$ cat src/rtl/cancid_ctx_pkg.sv
// Shared types for the per-stream DFA context matcher: default widths, packet FSM states
// and a saturating increment helper.
package cancid_ctx_pkg;

  localparam int STATE_W_DEF = 11;
  localparam int SID_W_DEF   = 6;
  localparam int CNT_W_DEF   = 16;

  typedef enum logic [2:0] {
    IDLE   = 3'd0,
    LOAD   = 3'd1,
    RUN    = 3'd2,
    DRAIN  = 3'd3,
    COMMIT = 3'd4
  } ctx_state_e;

  // Adds inc to val, holding at the all-ones value of a width-bit counter.
  function automatic logic [31:0] sat_inc(input logic [31:0] val, input logic inc,
                                          input int unsigned width);
    logic [31:0] max_val;
    max_val = (width >= 32) ? 32'hFFFF_FFFF : ((32'd1 << width) - 32'd1);
    return (inc && (val != max_val)) ? val + 32'd1 : val;
  endfunction

endpackage

$ cat src/rtl/cancid_ctx_engine.sv
// HTTP-category DFA engine: detects "HTTP" one byte per cycle; the state register can be
// overwritten through state_in/state_in_vld to resume a saved stream context.
module cancid_ctx_engine
  import cancid_ctx_pkg::*;
#(
  parameter int STATE_W = STATE_W_DEF
) (
  input  logic               clk,
  input  logic               rst_n,
  input  logic [7:0]         char_in,
  input  logic               char_in_vld,
  input  logic [STATE_W-1:0] state_in,
  input  logic               state_in_vld,
  output logic [STATE_W-1:0] state_out,
  output logic               accept_out
);

  localparam logic [STATE_W-1:0] S_ACCEPT = STATE_W'(4);

  logic [STATE_W-1:0] state_q, state_d;
  logic               accept_q, accept_d;

  // The accept state behaves like the start state, so matches restart after a hit.
  function automatic logic [STATE_W-1:0] http_step(input logic [STATE_W-1:0] s,
                                                   input logic [7:0] c);
    logic [STATE_W-1:0] base;
    logic [7:0]         want;
    base = (s > STATE_W'(3)) ? '0 : s;
    case (base)
      STATE_W'(0): want = 8'h48;
      STATE_W'(1): want = 8'h54;
      STATE_W'(2): want = 8'h54;
      default:     want = 8'h50;
    endcase
    if (c == want)       return base + STATE_W'(1);
    else if (c == 8'h48) return STATE_W'(1);
    else                 return '0;
  endfunction

  // NOTE: every always_comb output gets a default first so no path leaves it unassigned (no latch).
  always_comb begin
    state_d  = state_q;
    accept_d = 1'b0;
    if (state_in_vld) begin
      state_d = state_in;
    end else if (char_in_vld) begin
      state_d  = http_step(state_q, char_in);
      accept_d = (state_d == S_ACCEPT);
    end
  end

  // NOTE: sequential state uses non-blocking assignments so every flop samples pre-edge values.
  always_ff @(posedge clk) begin
    if (!rst_n) begin
      state_q  <= '0;
      accept_q <= 1'b0;
    end else begin
      state_q  <= state_d;
      accept_q <= accept_d;
    end
  end

  assign state_out  = state_q;
  assign accept_out = accept_q;

endmodule

$ cat src/rtl/cancid_stream_ctx_matcher.sv
// Per-stream context wrapper around the DFA engine: packet FSM, context save/restore, hit
// counters and protocol-error flag. Define CANCID_PER_STREAM_CNT_EN for per-stream counters.
module cancid_stream_ctx_matcher
  import cancid_ctx_pkg::*;
#(
  parameter int STATE_W = STATE_W_DEF,
  parameter int SID_W   = SID_W_DEF,
  parameter int CNT_W   = CNT_W_DEF
) (
  input  logic             clk,
  input  logic             rst_n,
  input  logic             sop,
  input  logic [SID_W-1:0] stream_id,
  input  logic             new_stream,
  input  logic             enable,
  input  logic [7:0]       char_in,
  input  logic             char_vld,
  input  logic             eop,
  output logic             in_ready,
  output logic             pkt_done,
  output logic             fired,
  output logic [CNT_W-1:0] count,
  output logic             proto_err,
  input  logic [SID_W-1:0] rd_sid,
  output logic [CNT_W-1:0] rd_cnt
);

  localparam int DEPTH = 1 << SID_W;

  ctx_state_e         st_q, st_d;
  logic [SID_W-1:0]   sid_q, sid_d;
  logic               new_q, new_d, en_q, en_d, hit_q, hit_d;
  logic               fired_q, fired_d, err_q, err_d;
  logic [CNT_W-1:0]   count_q, count_d;
  logic [DEPTH-1:0]   valid_q, valid_d;
  logic               mem_we;
  logic [STATE_W-1:0] ctx_mem [DEPTH];
  logic [STATE_W-1:0] mem_rdata_q;
  logic [STATE_W-1:0] eng_state_in, eng_state_out;
  logic               eng_accept;

  // Stored context is only trusted when the stream has committed at least once.
  assign eng_state_in = (new_q || !valid_q[sid_q]) ? '0 : mem_rdata_q;

  cancid_ctx_engine #(.STATE_W(STATE_W)) u_engine (
    .clk          (clk),
    .rst_n        (rst_n),
    .char_in      (char_in),
    .char_in_vld  (char_vld && (st_q == RUN)),
    .state_in     (eng_state_in),
    .state_in_vld (st_q == LOAD),
    .state_out    (eng_state_out),
    .accept_out   (eng_accept)
  );

  always_comb begin
    st_d     = st_q;
    sid_d    = sid_q;
    new_d    = new_q;
    en_d     = en_q;
    hit_d    = hit_q;
    fired_d  = fired_q;
    err_d    = err_q;
    count_d  = count_q;
    valid_d  = valid_q;
    mem_we   = 1'b0;
    pkt_done = 1'b0;
    case (st_q)
      IDLE: begin
        if (char_vld || eop) err_d = 1'b1;
        if (sop) begin
          sid_d   = stream_id;
          new_d   = new_stream;
          en_d    = enable;
          hit_d   = 1'b0;
          fired_d = 1'b0;
          st_d    = LOAD;
        end
      end
      LOAD: st_d = RUN;
      RUN: begin
        if (sop) err_d = 1'b1;
        if (eng_accept) hit_d = 1'b1;
        if (eop) st_d = DRAIN;
      end
      DRAIN: begin
        if (eng_accept) hit_d = 1'b1;
        st_d = COMMIT;
      end
      COMMIT: begin
        pkt_done = 1'b1;
        st_d     = IDLE;
        fired_d  = en_q && hit_q;
        if (en_q) begin
          mem_we         = 1'b1;
          valid_d[sid_q] = 1'b1;
          count_d        = CNT_W'(sat_inc(32'(count_q), hit_q, CNT_W));
        end
      end
      default: st_d = IDLE;
    endcase
  end

  always_ff @(posedge clk) begin
    if (!rst_n) begin
      st_q    <= IDLE;
      sid_q   <= '0;
      new_q   <= 1'b0;
      en_q    <= 1'b0;
      hit_q   <= 1'b0;
      fired_q <= 1'b0;
      err_q   <= 1'b0;
      count_q <= '0;
      valid_q <= '0;
    end else begin
      st_q    <= st_d;
      sid_q   <= sid_d;
      new_q   <= new_d;
      en_q    <= en_d;
      hit_q   <= hit_d;
      fired_q <= fired_d;
      err_q   <= err_d;
      count_q <= count_d;
      valid_q <= valid_d;
    end
  end

  // NOTE: the context RAM has no reset; the valid flops decide whether its contents are used.
  always_ff @(posedge clk) begin
    if (mem_we) ctx_mem[sid_q] <= eng_state_out;
    mem_rdata_q <= ctx_mem[stream_id];
  end

  assign in_ready  = (st_q == IDLE) || (st_q == RUN);
  assign fired     = (st_q == COMMIT) ? fired_d : fired_q;
  assign count     = count_q;
  assign proto_err = err_q;

`ifdef CANCID_PER_STREAM_CNT_EN
  logic [DEPTH-1:0][CNT_W-1:0] scnt_q, scnt_d;
  logic [CNT_W-1:0]            rd_cnt_q, rd_cnt_d;

  always_comb begin
    scnt_d   = scnt_q;
    rd_cnt_d = scnt_q[rd_sid];
    if ((st_q == LOAD) && new_q) scnt_d[sid_q] = '0;
    if ((st_q == COMMIT) && en_q)
      scnt_d[sid_q] = CNT_W'(sat_inc(32'(scnt_q[sid_q]), hit_q, CNT_W));
  end

  always_ff @(posedge clk) begin
    if (!rst_n) begin
      scnt_q   <= '0;
      rd_cnt_q <= '0;
    end else begin
      scnt_q   <= scnt_d;
      rd_cnt_q <= rd_cnt_d;
    end
  end

  assign rd_cnt = rd_cnt_q;
`else
  logic unused_rd_sid;
  assign unused_rd_sid = ^rd_sid;
  assign rd_cnt        = '0;
`endif

endmodule

$ cat config.mk
export PLATFORM = sky130hd
export DESIGN_NAME = cancid_stream_ctx_matcher
export DESIGN_NICKNAME = d
export VERILOG_FILES = /design/src/rtl/cancid_ctx_pkg.sv /design/src/rtl/cancid_ctx_engine.sv /design/src/rtl/cancid_stream_ctx_matcher.sv
export SDC_FILE = /design/constraint.sdc
export NUM_CORES = 1
export LEC_CHECK = 0
export BUFFER_PORTS_ARGS = -buffer_cell sky130_fd_sc_hd__buf_4
export CORE_ASPECT_RATIO = 1.2
export CORE_MARGIN = 2
export CORE_UTILIZATION = 40
export CTS_CLUSTER_DIAMETER = 30
export CTS_CLUSTER_SIZE = 40
export DETAILED_ROUTE_END_ITERATION = 16
export GPL_ROUTABILITY_DRIVEN = 0
export PLACE_DENSITY_LB_ADDON = 0.08
export SETUP_SLACK_MARGIN = 0.1
export SLEW_MARGIN = 20
export SYNTH_ARGS = -nofsm -noshare
export SYNTH_HDL_FRONTEND = slang
export SYNTH_SLANG_ARGS = --single-unit
$ cat constraint.sdc
create_clock -name clk -period 2.9 [get_ports clk]
set_input_delay 0.58 -clock clk [delete_from_list [all_inputs] [get_ports clk]]
set_output_delay 0.58 -clock clk [all_outputs]
set_load 0.1 [all_outputs]
==> reports/metrics.csv <==
metric,value,unit
worst min path class,in -> reg,
first-pass GRT wire length,114000,um
asr flop ratio synth,0,%
Global Route Usage Sum,19.5,%
Final #Nets,1854,
vias in the first global route,16800,
final hold viol count,0,
First DRT Iteration DRCs,1036,
# setup viols final,0,
setup TNS,0,ns
sequential cell area,23500,um2
Most used DFF post-synth,edfxtp_1,
worst-skew pair later-pin latency,0.72,ns
via count,16000,
synth-to-layout area growth,23.8,%
pins over their slew limit,0,
final design utilization,49.8,%
Post-DRT Antenna Nets,0,
crit path capture type,flip-flop,
Worst-Margin Slew,0.795,ns
crit path max fanout,4,
overall power,31.2,mW
fillers,6400,
Pwr Density,793,nW/um2
status,completed,
Starting Density,40.2,%
Worst Setup Start Kind,flip-flop,
Max Root-Sink Buffers,3,
max cap viols,0,
largest net degree at the start of global routing,68,
Synth Instances,1584,
Tmin final,2.61,ns
drt first pass iters,5,
Root Driver,clkbuf_16,
Routed wire per std cell,26.0,um
"leading cell types in the layout, fill and taps excluded","edfxtp_1 (704), mux4_2 (231), clkbuf_16 (152), buf_4 (149), dfxtp_1 (103)",
post-DP HPWL,47500,um
"FF+latch count, synth",821,
PortBufs,40,
Tcrit/Tclk final,90.1,%
I/O pins,63,
worst hold start,enable,
crit path launch,u_engine.state_out[6]$_SDFFE_PN0P_,
die boundary width,261,um
Ys Warns,0,
antenna cells,0,
r2r startpoint,u_engine.state_out[6]$_SDFFE_PN0P_,
CTS sink cnt,821,
htree depth,4,
die area,81700,um2
"most common cell after layout, fill and taps aside",edfxtp_1,
die extent in y,313,um
"Clk pin slew, worst setup/hold paths",0.05,ns
P_leak,13.9,nW
Total Wirelength,77300,um
initial antenna violation count,6,
multi-input logic area,7840,um2
Avg Synthesized Cell Area,20.0,um2
row count,113,
RSZ-0062 raised after global routing,true,
CTS buffer count,148,
VDD IR max,0.522,mV
Post-synth EDFFs,704,
distinct cell type count after synthesis,56,
fraction of layout cells with a size suffix above 1,34.4,%
Peak Freq,383,MHz
CTS tree,yes,
Post-Route Skew,0.0236,ns
Post-Syn Area,31800,um2
register area share after synthesis,74.0,%
Placeable Area,78900,um2
WP data required,3.52,ns
Worst EP arrival,3.24,ns
Residual DRC,0,
via-per-instance ratio,5.37,
Congestion Overflow GR,0,
crit path kind,reg -> reg,
Max-slew headroom,46.8,%
==> synthesized netlist by cell type, drive strengths merged, types with 9 or more instances <==
master / instances / area share (%)
a21boi: 17 / 0.40
a21oi: 12 / 0.19
and2: 10 / 0.20
buf: 52 / 0.95
clkbuf: 51 / 0.60
dfxtp: 117 / 7.4
edfxtp: 704 / 67
inv: 12 / 0.14
mux2: 9 / 0.32
mux2i: 9 / 0.28
mux4: 231 / 16
nand2: 48 / 0.57
nand3: 24 / 0.38
nor2: 81 / 0.96
nor2b: 11 / 0.22
o21a: 64 / 1.5
o21ai: 27 / 0.43
or3: 11 / 0.22
==> stage by stage <==
| stage | std cells | hold slack [ns] | area [um2] | setup slack (ns) |
|---|---|---|---|---|
| floorplan | 1599 | 0.413 | 31800 | 0.100 |
| global placement | 2707 | 0.434 | 34300 | 0.0213 |
| detailed placement | 2707 | 0.440 | 34300 | 0.0157 |
| CTS | 2979 | 0.0725 | 39200 | 0.104 |
| global route | 2979 | 0.0973 | 39300 | 0.0508 |
| finish | 2979 | 0.126 | 39300 | 0.288 |
==> cell families (layout without fill, tap and decap cells) <==
| logic type | count (synthesis) | after routing | synth area share [%] |
|---|---|---|---|
| other | 1 | 16 | 0.0118 |
| buffers and inverters | 115 | 460 | 1.69 |
| XOR/XNOR | 9 | 9 | 0.248 |
| AO/OA/AOI/OAI | 159 | 159 | 3.52 |
| AND/OR/NAND/NOR | 225 | 225 | 3.39 |
| multiplexers | 249 | 249 | 17.0 |
| flip-flops | 821 | 821 | 74.0 |
| adder cells (fa/ha/maj) | 5 | 5 | 0.197 |
==> area by class of cell <==
class                   count  area share, %
clock inverters            96           2.75
well taps                1035           3.30
flip-flops and latches    821           59.8
multi-input cells         663           20.0
clock buffers             176           9.91
inverters                  12          0.115
repair buffers            176           4.17
==> power by group <==
part,total (mW),internal [mW],switching (mW)
logic,1.30,0.506,0.799
registers,12.9,12.8,0.0425
clock network,17.0,11.3,5.66
==> repair_timing <==
| action | 4_1_cts | 5_1_grt |
|---|---|---|
| hold buffers | 0 | 0 |
| endpoints found under the setup margin | 4 | 5 |
| setup buffers | 0 | 0 |
| resized for setup | 3 | 12 |
| pin swaps | 0 | 2 |
| gates cloned | 0 | 0 |
==> final timing paths <==
| kind | endpoint | slack (ns) | depth (start not counted) |
|---|---|---|---|
| max reg2reg | u_engine.state_out[2]$_SDFFE_PN0P_ | 0.29 | 12 |
| min | en_q$_SDFFE_PN0P_ | 0.13 | 3 |
| max | u_engine.state_out[2]$_SDFFE_PN0P_ | 0.29 | 12 |
| min reg2reg | u_engine.state_out[2]$_SDFFE_PN0P_ | 0.43 | 2 |
==> worst max-delay path, cell delays in order, from the launching register on <==
cell	delay (ns)
dfxtp_2	0.33
nor4_4	0.29
nand3_1	0.11
inv_1	0.06
and2_1	0.14
inv_1	0.06
ha_1	0.21
or3_4	0.40
a2111oi_4	0.39
or2_4	0.18
nand3_1	0.10
a21o_1	0.19
o31ai_1	0.05
==> flip-flops by register name (all words and copies together), names as in the netlist, 3 cells and up <==
register,flops
ctx_mem,704
count,16
u_engine.state_out,11
mem_rdata_q,11
valid_q,64
st_q,3
sid_q,6
==> metal layers <==
| layer | GRT usage, % | routed length (um) |
|---|---|---|
| met5 | 0 | 26 |
| met2 | 31.2 | 38000 |
| met4 | 7.63 | 2390 |
| met1 | 25.6 | 32700 |
| met3 | 5.14 | 4220 |
Note: power is estimated with default switching activity, not from simulation.
